==> src/rtl/calc_seq_ctrl_if.sv <==
// Bus between the calculator sequencer and its surroundings.
// The switch/button inputs, the operand register read-back, the operand load
// path and the result/status outputs travel together on this interface.
//   master : switches, buttons and operand registers (drive inputs, observe outputs)
//   slave  : calc_seq_ctrl
// Signals:
//   sw_data[3:0]  operand value from switches
//   op_sel[1:0]   operator: 00 add, 01 sub, 10 mul, 11 div
//   enter         single-cycle advance pulse
//   clear         abort back to operand A entry
//   a_q/b_q[3:0]  current reg_A / reg_B contents
//   load_a/load_b one-cycle load strobes to reg_A / reg_B
//   reg_d[3:0]    data to reg_A / reg_B
//   result[7:0]   operation result
//   result_valid  result is final (DONE)
//   err           divide-by-zero
//   busy          loading an operand or executing
//   state[2:0]    current sequencer state encoding
interface calc_seq_ctrl_if;
    logic [3:0] sw_data;
    logic [1:0] op_sel;
    logic       enter;
    logic       clear;
    logic [3:0] a_q;
    logic [3:0] b_q;
    logic       load_a;
    logic       load_b;
    logic [3:0] reg_d;
    logic [7:0] result;
    logic       result_valid;
    logic       err;
    logic       busy;
    logic [2:0] state;

    modport master (
        output sw_data, op_sel, enter, clear, a_q, b_q,
        input  load_a, load_b, reg_d, result, result_valid, err, busy, state
    );

    modport slave (
        input  sw_data, op_sel, enter, clear, a_q, b_q,
        output load_a, load_b, reg_d, result, result_valid, err, busy, state
    );
endinterface

==> src/rtl/calc_seq_ctrl.sv <==
// Sequencing controller for the 4-bit calculator: operand A entry, operand B
// entry, operator entry, then execution of add/sub (1 cycle) or mul/div
// (4 cycles, one bit per cycle). Every output is registered.
// Ports:
//   clk    system clock, rising edge
//   reset  synchronous active-high reset, highest priority
//   bus    calc_seq_ctrl_if.slave (switches, operand registers, result/status)
//
// state   | meaning
// --------+-------------------------------------------------
// WAIT_A  | waiting for enter with operand A on the switches
// LOAD_A  | load_a strobe high, reg_A captures reg_d
// WAIT_B  | waiting for enter with operand B on the switches
// LOAD_B  | load_b strobe high, reg_B captures reg_d
// WAIT_OP | waiting for enter with the operator selected
// EXEC    | operation running (1 or 4 cycles)
// DONE    | result valid, enter returns to WAIT_A
module calc_seq_ctrl (
    input  logic           clk,
    input  logic           reset,
    calc_seq_ctrl_if.slave bus
);
    typedef enum logic [2:0] {
        WAIT_A  = 3'd0,
        LOAD_A  = 3'd1,
        WAIT_B  = 3'd2,
        LOAD_B  = 3'd3,
        WAIT_OP = 3'd4,
        EXEC    = 3'd5,
        DONE    = 3'd6
    } state_t;

    localparam logic [1:0] OP_ADD = 2'b00;
    localparam logic [1:0] OP_SUB = 2'b01;
    localparam logic [1:0] OP_MUL = 2'b10;
    localparam logic [1:0] OP_DIV = 2'b11;

    state_t     state_q, state_next;
    logic [1:0] op_q, op_next;
    logic [1:0] cnt_q, cnt_next;
    logic [7:0] acc_q, acc_next;
    logic [3:0] reg_d_q, reg_d_next;
    logic [7:0] result_q, result_next;
    logic       err_q, err_next;
    logic       load_a_q, load_a_next;
    logic       load_b_q, load_b_next;
    logic       valid_q, valid_next;
    logic       busy_q, busy_next;

    // One shift-add step: add a_q shifted by the current multiplier bit index.
    logic [7:0] mul_acc;
    // One restoring-division step; acc holds {remainder, quotient}.
    logic [4:0] rem_shift;
    logic [4:0] rem_sub;
    logic       rem_ge;
    logic [7:0] div_acc;
    logic [4:0] sum5;
    logic [7:0] diff8;

    always_comb begin
        mul_acc   = acc_q + (bus.b_q[cnt_q] ? ({4'b0, bus.a_q} << cnt_q) : 8'd0);
        rem_shift = {acc_q[7:4], bus.a_q[2'd3 - cnt_q]};
        rem_sub   = rem_shift - {1'b0, bus.b_q};
        rem_ge    = (rem_shift >= {1'b0, bus.b_q});
        div_acc   = {(rem_ge ? rem_sub[3:0] : rem_shift[3:0]), acc_q[2:0], rem_ge};
        sum5      = {1'b0, bus.a_q} + {1'b0, bus.b_q};
        diff8     = {4'b0, bus.a_q} - {4'b0, bus.b_q};
    end

    always_ff @(posedge clk) begin
        if (reset) begin
            state_q  <= WAIT_A;
            op_q     <= 2'd0;
            cnt_q    <= 2'd0;
            acc_q    <= 8'd0;
            reg_d_q  <= 4'd0;
            result_q <= 8'd0;
            err_q    <= 1'b0;
            load_a_q <= 1'b0;
            load_b_q <= 1'b0;
            valid_q  <= 1'b0;
            busy_q   <= 1'b0;
        end else begin
            state_q  <= state_next;
            op_q     <= op_next;
            cnt_q    <= cnt_next;
            acc_q    <= acc_next;
            reg_d_q  <= reg_d_next;
            result_q <= result_next;
            err_q    <= err_next;
            load_a_q <= load_a_next;
            load_b_q <= load_b_next;
            valid_q  <= valid_next;
            busy_q   <= busy_next;
        end
    end

    always_comb begin
        state_next  = state_q;
        op_next     = op_q;
        cnt_next    = cnt_q;
        acc_next    = acc_q;
        reg_d_next  = reg_d_q;
        result_next = result_q;
        err_next    = err_q;

        if (bus.clear) begin
            // Abort drops any partial work; result is wiped, reg_d is left alone.
            state_next  = WAIT_A;
            cnt_next    = 2'd0;
            acc_next    = 8'd0;
            result_next = 8'd0;
            err_next    = 1'b0;
        end else begin
            case (state_q)
                WAIT_A: begin
                    if (bus.enter) begin
                        reg_d_next = bus.sw_data;
                        state_next = LOAD_A;
                    end
                end
                LOAD_A: state_next = WAIT_B;
                WAIT_B: begin
                    if (bus.enter) begin
                        reg_d_next = bus.sw_data;
                        state_next = LOAD_B;
                    end
                end
                LOAD_B: state_next = WAIT_OP;
                WAIT_OP: begin
                    if (bus.enter) begin
                        op_next    = bus.op_sel;
                        cnt_next   = 2'd0;
                        acc_next   = 8'd0;
                        err_next   = 1'b0;
                        state_next = EXEC;
                    end
                end
                EXEC: begin
                    case (op_q)
                        OP_ADD: begin
                            result_next = {3'b0, sum5};
                            state_next  = DONE;
                        end
                        OP_SUB: begin
                            result_next = diff8;
                            state_next  = DONE;
                        end
                        OP_MUL: begin
                            acc_next = mul_acc;
                            cnt_next = cnt_q + 2'd1;
                            if (cnt_q == 2'd3) begin
                                result_next = mul_acc;
                                state_next  = DONE;
                            end
                        end
                        OP_DIV: begin
                            if (bus.b_q == 4'd0) begin
                                result_next = 8'hFF;
                                err_next    = 1'b1;
                                state_next  = DONE;
                            end else begin
                                acc_next = div_acc;
                                cnt_next = cnt_q + 2'd1;
                                if (cnt_q == 2'd3) begin
                                    result_next = div_acc;
                                    state_next  = DONE;
                                end
                            end
                        end
                    endcase
                end
                DONE: begin
                    if (bus.enter) begin
                        err_next   = 1'b0;
                        state_next = WAIT_A;
                    end
                end
                default: state_next = WAIT_A;
            endcase
        end

        // Status flags are registered versions of the state being entered.
        load_a_next = (state_next == LOAD_A);
        load_b_next = (state_next == LOAD_B);
        valid_next  = (state_next == DONE);
        busy_next   = (state_next == LOAD_A) || (state_next == LOAD_B) ||
                      (state_next == EXEC);
    end

    assign bus.load_a       = load_a_q;
    assign bus.load_b       = load_b_q;
    assign bus.reg_d        = reg_d_q;
    assign bus.result       = result_q;
    assign bus.result_valid = valid_q;
    assign bus.err          = err_q;
    assign bus.busy         = busy_q;
    assign bus.state        = state_q;
endmodule

==> src/flat_wrapper.sv <==
// flat-port wrapper written by rule: the top's interface ports become plain ports
module calc_seq_ctrl_flat 
  (clk, reset, bus_sw_data, bus_op_sel, bus_enter, bus_clear, bus_a_q, bus_b_q, bus_load_a, bus_load_b, bus_reg_d, bus_result, bus_result_valid, bus_err, bus_busy, bus_state);
  calc_seq_ctrl_if bus_i ();
  input  logic clk;
  input  logic reset;
  input wire logic [$bits(bus_i.sw_data)-1:0] bus_sw_data;
  input wire logic [$bits(bus_i.op_sel)-1:0] bus_op_sel;
  input wire logic [$bits(bus_i.enter)-1:0] bus_enter;
  input wire logic [$bits(bus_i.clear)-1:0] bus_clear;
  input wire logic [$bits(bus_i.a_q)-1:0] bus_a_q;
  input wire logic [$bits(bus_i.b_q)-1:0] bus_b_q;
  output wire logic [$bits(bus_i.load_a)-1:0] bus_load_a;
  output wire logic [$bits(bus_i.load_b)-1:0] bus_load_b;
  output wire logic [$bits(bus_i.reg_d)-1:0] bus_reg_d;
  output wire logic [$bits(bus_i.result)-1:0] bus_result;
  output wire logic [$bits(bus_i.result_valid)-1:0] bus_result_valid;
  output wire logic [$bits(bus_i.err)-1:0] bus_err;
  output wire logic [$bits(bus_i.busy)-1:0] bus_busy;
  output wire logic [$bits(bus_i.state)-1:0] bus_state;
  assign bus_i.sw_data = bus_sw_data;
  assign bus_i.op_sel = bus_op_sel;
  assign bus_i.enter = bus_enter;
  assign bus_i.clear = bus_clear;
  assign bus_i.a_q = bus_a_q;
  assign bus_i.b_q = bus_b_q;
  assign bus_load_a = bus_i.load_a;
  assign bus_load_b = bus_i.load_b;
  assign bus_reg_d = bus_i.reg_d;
  assign bus_result = bus_i.result;
  assign bus_result_valid = bus_i.result_valid;
  assign bus_err = bus_i.err;
  assign bus_busy = bus_i.busy;
  assign bus_state = bus_i.state;
  calc_seq_ctrl u_core (.clk(clk), .reset(reset), .bus(bus_i));
endmodule
==> config.mk <==
export PLATFORM = sky130hd
export DESIGN_NAME = calc_seq_ctrl_flat
export DESIGN_NICKNAME = d
export VERILOG_FILES = /design/src/rtl/calc_seq_ctrl_if.sv /design/src/rtl/calc_seq_ctrl.sv /design/src/flat_wrapper.sv
export SDC_FILE = /design/constraint.sdc
export NUM_CORES = 1
export LEC_CHECK = 0
export BUFFER_PORTS_ARGS = -buffer_cell sky130_fd_sc_hd__buf_2
export CORE_UTILIZATION = 57
export DETAILED_ROUTE_END_ITERATION = 7
export PLACE_DENSITY_LB_ADDON = 0.08
export SKIP_CTS_REPAIR_TIMING = 1
export SYNTH_ARGS = -nofsm -noshare
export SYNTH_HDL_FRONTEND = slang
export SYNTH_SLANG_ARGS = --single-unit
==> constraint.sdc <==
create_clock -name clk -period 3.3 [get_ports clk]
set_input_delay 0.165 -clock clk [delete_from_list [all_inputs] [get_ports clk]]
set_output_delay 0.165 -clock clk [all_outputs]
set_load 0.01 [all_outputs]
; ---- After elaboration in Yosys (flattened, before gate mapping)
; Cells that the tools add are included.
[classes]
n_addsub = 6
order_cmp = 3
n_eq_ne = 22
shift = 1
muxes = 31
bitwise = 1
reduce_logical = 16
[op_table]
columns = op, count
row1 = $mux 8, 6
row2 = $pmux 8 s2, 2
row3 = $pmux 8 s4, 1
row4 = $mux 3, 7
row5 = $pmux 3 s7, 1
row6 = $eq 3x3->1 const B, 5
row7 = $eq 3x2->1 const B, 3
row8 = $pmux 3 s3, 1
row9 = $reduce_and 3->1, 3
row10 = $add 8x8->8, 1
row11 = $ne 2x1->1 const B, 4
row12 = $pmux 2 s2, 2
row13 = $reduce_and 4->1, 2
row14 = $reduce_or 2->1, 4
row15 = $shl 4x2->8, 1
row16 = $eq 2x2->1 const B, 3
row17 = $eq 3x1->1 const B, 2
row18 = $lt 2x3->1 const B, 2
row19 = $add 4x4->5, 1
row20 = $ge 5x4->1, 1
row21 = $mux 1, 5
row22 = $sub 4x4->5, 1
row23 = $bmux 1 s2, 2
row24 = $logic_not 4->1, 1
row25 = 16 further kinds, 19
[totals]
reg_bits = 32
input_bits = 18
output_inout_bits = 20
word_cells = 91

; ---- Logic depth before layout (Yosys ltp)
[logic_depth]
depth_word = 9
depth_mapped = 12
ltp_nobuf = 11

; ---- Least setup slack after synthesis
; No wires, ideal clock.
[synth_path]
path_type = reg-to-reg
from = register u_core.cnt_q[0]
to = register u_core.acc_q[6]
setup_ns = 0.061
t_arrival_ns = 2.518
t_required_ns = 3.239
setup_slack_ns = 0.722
stages_incl_launch_ff = 13
n_path_buf = 1
synth_period_minus_slack_ns = 2.578
path_cell_list = dfxtp_1 -> buf_2 -> mux2i_1 -> nor2_1 -> a31oi_1 -> nor2_1 -> ha_1 -> a211oi_1 -> nor2_1 -> a2111o_1 -> nand4_1 -> o311a_1 -> o221a_1
[synth_via]
elab_chain_cells = 8
[synth_lines]
columns = item, line
row1 = "start, declared", calc_seq_ctrl.sv:40  ; logic [1:0] cnt_q, cnt_next;
row2 = "start signal, assigned", calc_seq_ctrl.sv:86  ; cnt_q <= cnt_next;
row3 = $sub 2x2->2, calc_seq_ctrl.sv:62  ; rem_shift = {acc_q[7:4], bus.a_q[2'd3 - cnt_q]};
row4 = $bmux 1 s2, calc_seq_ctrl.sv:62
row5 = $mux 1 (implied by the code), calc_seq_ctrl.sv:62
row6 = $sub 4x4->4 / $ge 5x4->1 (equally long branches), "calc_seq_ctrl.sv:63, calc_seq_ctrl.sv:64"
row7 = $mux 4, calc_seq_ctrl.sv:65  ; div_acc = {(rem_ge ? rem_sub[3:0] : rem_shift[3:0]), acc_q[2:0], rem_ge};
row8 = $mux 8, calc_seq_ctrl.sv:158  ; if (bus.b_q == 4'd0) begin
row9 = $pmux 8 s2 *, calc_seq_ctrl.sv:140  ; case (op_q)
row10 = $pmux 8 s2 *, calc_seq_ctrl.sv:115  ; case (state_q)
row11 = "end signal, assigned", calc_seq_ctrl.sv:87  ; acc_q <= acc_next;
row12 = "end, declared", calc_seq_ctrl.sv:41  ; logic [7:0] acc_q, acc_next;
; Mark *: on every way between the ends. The rest lies on a longest branch, timed or not. The select of a mux whose other input is x is not followed.
; A chain may end at the register's enable or synchronous reset.

; ---- Final worst setup path
[layout_path]
from = register u_core.cnt_q[1]
to = register u_core.acc_q[6]
; Same word-level chain as after synthesis.

==> metrics <==
status completed; clock buffer depth 2; Post-Syn Nets 339; via count 2287; # H-tree levels 2; Post-synth ARST share 0; die width 68.09 um; Routed Antenna Nets 0; filler instances 386; Root Driver clkbuf_8; total CTS buffers 5; IO Pins 38; register area share after synthesis 0.2573; Syn Area/Cell 8.383 sq um; endpoint class of the critical path flip-flop; post-synthesis simple-gate area fraction 0.2151; Inserted Diodes 0; clk_lat worst skew 0.28 ns; Mapped Area 2490 sq um; f_max 341.5 MHz; Post-Place Setup Slack 0.4046 ns; # port buffers 37; number of flops mapped to enable cells by yosys 0; post-DR wirelength/cell 16.13 um; ys flop type dfxtp_1; Final nets 369; FP Rows 23; DR vias/cell 6.050; Initial Utilization 0.6093; final hold viol count 0; worst hold path type in -> reg; placed instance count 370; Synth Warn # 0; Gate Count Post-Synth 297; Setup CP Type reg -> reg; die height 68.09 um; total grt overflow 0; die area 4636 sq um; reg-to-reg critical path startpoint u_core.cnt_q[1]$_SDFFE_PP0P_; worst rel slew slack 0.5082; Residual DRC 0; first-iteration detailed-routing DRC count 181; fraction of layout cells with a size suffix above 1 0.2043; Pre-antenna DRT Iters 4; actual transition at the worst max-transition pin 0.7322 ns; largest family of logic cells by synthesized area compound AO/OA/AOI/OAI gates; FF+latch count, synth 32; setup TNS 0 ns; pwr dens 304.7 nW/um^2; CTS tree done; GP Congestion 0.9270; Crit. Startpoint u_core.cnt_q[1]$_SDFFE_PP0P_; Critical Path AT 3.15 ns; Min Clock Period, post-route 2.928 ns; max-slew violation count 0; GRT Util Overall 0.2981; endpoints failing setup 0; crit path max fanout 13; register clock-pin slew on the reported worst setup and hold paths 0.07 ns; Synth Area in Adders 0.1327; Synth Area in Compound Gates 0.2367; crit share post-route 0.8872; required time worst endpoint 3.53 ns; clock sink count 32; startpoint types flip-flop; mux cell area share after synthesis 0.06935; Leak 1.147 nW; synth unique cells 67; clock skew 0.006613 ns; vias in the first global route 2125; final setup margin 0.3722 ns; dpl hpwl 4619 um; fin cells 378; largest net degree at the start of global routing 18; max_cap viols 0; Worst VDD drop 373.7 uV; Area Overhead vs Synth 10.55%; first-pass GRT wire length 10160 um; RSZ-0062 raised after global routing false; XOR/XNOR Fraction of Synth Area 0.03166; initial antenna violation count 0; core area 4086 sq um; routed wire length 6096 um; worst hold start bus_sw_data[2]
-- flip-flops by register name, indices dropped and copies added, names as in the netlist --
| signal | cells |
|---|---|
| u_core.acc_q | 8 |
| u_core.bus.result | 8 |
| u_core.bus.reg_d | 4 |
| u_core.bus.state | 3 |
| u_core.cnt_q | 2 |
| u_core.op_q | 2 |
| u_core.bus.busy | 1 |
| u_core.bus.err | 1 |
| u_core.bus.load_a | 1 |
| u_core.bus.load_b | 1 |
| u_core.bus.result_valid | 1 |
-- report_power, final --
part	internal, mW	total, mW	switching (mW)
logic	0.0525	0.128	0.0757
clock network	0.169	0.314	0.145
registers	0.391	0.397	0.00538
total	0.613	0.839	0.226
-- synth_stat cells, types with 2 or more instances --
master     count  area [sq um]
nor2_1        41         153.9
dfxtp_1       32         640.6
a21oi_1       22         110.1
o21ai_0       21         105.1
ha_1          20         250.2
inv_1         15         56.30
mux2i_1       12         120.1
nand2_1       11         41.29
nor3_1         8         40.04
a211oi_1       7         52.55
clkbuf_1       7         26.28
nor2b_1        7         43.79
nand3_1        6         30.03
buf_2          5         25.02
xnor2_1        5         43.79
a21oi_2        4         35.03
a31oi_1        4         25.02
fa_1           4         80.08
xor2_1         4         35.03
and2_1         3         18.77
o211ai_1       3         22.52
o221ai_1       3         26.28
a211oi_2       2         25.02
nand3b_1       2         15.01
nand4_1        2         12.51
nor2_4         2         22.52
nor4_1         2         12.51
nor4b_1        2         17.52
o2111ai_1      2         17.52
o31ai_1        2         15.01
-- per-layer routing --
metal | vias to the layer above | part of all wire | GRT usage | wire, um
li1 | 1136 | - | - | -
met5 | - | 0 | 0 | 0
met3 | 8 | 0.060 | 0.05333 | 364
met4 | 0 | 0.010 | 0.08594 | 62
met1 | 1060 | 0.47 | 0.3916 | 2869
met2 | 83 | 0.46 | 0.4951 | 2798
-- metrics by stage --
stage,util,total power [mW],hold slack [ns],cell area [sq um]
after floorplan,-,0.4865,0.2413,2490
after global placement,0.6506,0.5297,0.3985,2659
after detailed placement,0.6506,0.5329,0.4100,2659
after CTS,0.6736,0.8397,0.1164,2753
after global routing,0.6736,0.8731,0.1157,2753
final,0.6736,0.8387,0.1163,2753
-- critical path, cell delays in order (launching register included) --
cell,delay (ns)
dfxtp_1,0.55
mux4_1,0.60
inv_1,0.10
nor2_1,0.05
ha_1,0.33
a211oi_1,0.25
nor2_1,0.11
a2111o_1,0.44
nand4_1,0.10
o311a_1,0.17
o221a_1,0.17
-- logic make-up (layout without fill, tap and decap cells) --
group | count (synthesis) | after routing
multiplexers | 15 | 15
flip-flops | 32 | 32
AND/OR/NAND/NOR | 100 | 100
adder cells (fa/ha/maj) | 24 | 24
AO/OA/AOI/OAI | 87 | 87
XOR/XNOR | 9 | 9
buffers and inverters | 30 | 61
-- cell usage in the layout (no fill, tap or decap), types with 2 or more instances in the layout --
cell type / instances
nor2_1: 41
buf_2: 37
dfxtp_1: 32
a21oi_1: 22
o21ai_0: 21
ha_1: 20
inv_1: 15
mux2i_1: 12
nand2_1: 11
nor3_1: 8
nor2b_1: 7
a211oi_1: 7
nand3_1: 6
clkbuf_8: 6
xnor2_1: 5
a31oi_1: 4
a21oi_2: 4
xor2_1: 4
fa_1: 4
and2_1: 3
o221ai_1: 3
o211ai_1: 3
nand3b_1: 2
nor4b_1: 2
nor2_4: 2
nand4_1: 2
o2111ai_1: 2
a211oi_2: 2
o31ai_1: 2
nor4_1: 2
-- path summary, 6_finish.rpt --
path / slack [ns] / cells past startpoint / end
min reg2reg: 0.49 / 2 / u_core.bus.reg_d[2]$_SDFFE_PP0P_
max: 0.37 / 10 / u_core.acc_q[6]$_SDFFE_PP0P_
max reg2reg: 0.37 / 10 / u_core.acc_q[6]$_SDFFE_PP0P_
min: 0.12 / 3 / u_core.bus.reg_d[2]$_SDFFE_PP0P_
-- area by class of cell --
cell class,instances,area (sq um),share of cell area
clock inverters,1,7.507,0.002727
inverters,15,56.30,0.02045
repair buffers,38,192.7,0.07000
clock buffers,7,86.33,0.03136
flip-flops and latches,32,640.6,0.2327
well taps,50,62.56,0.02273
multi-input cells,235,1707,0.6200
Note: power is estimated with default switching activity, not from simulation.
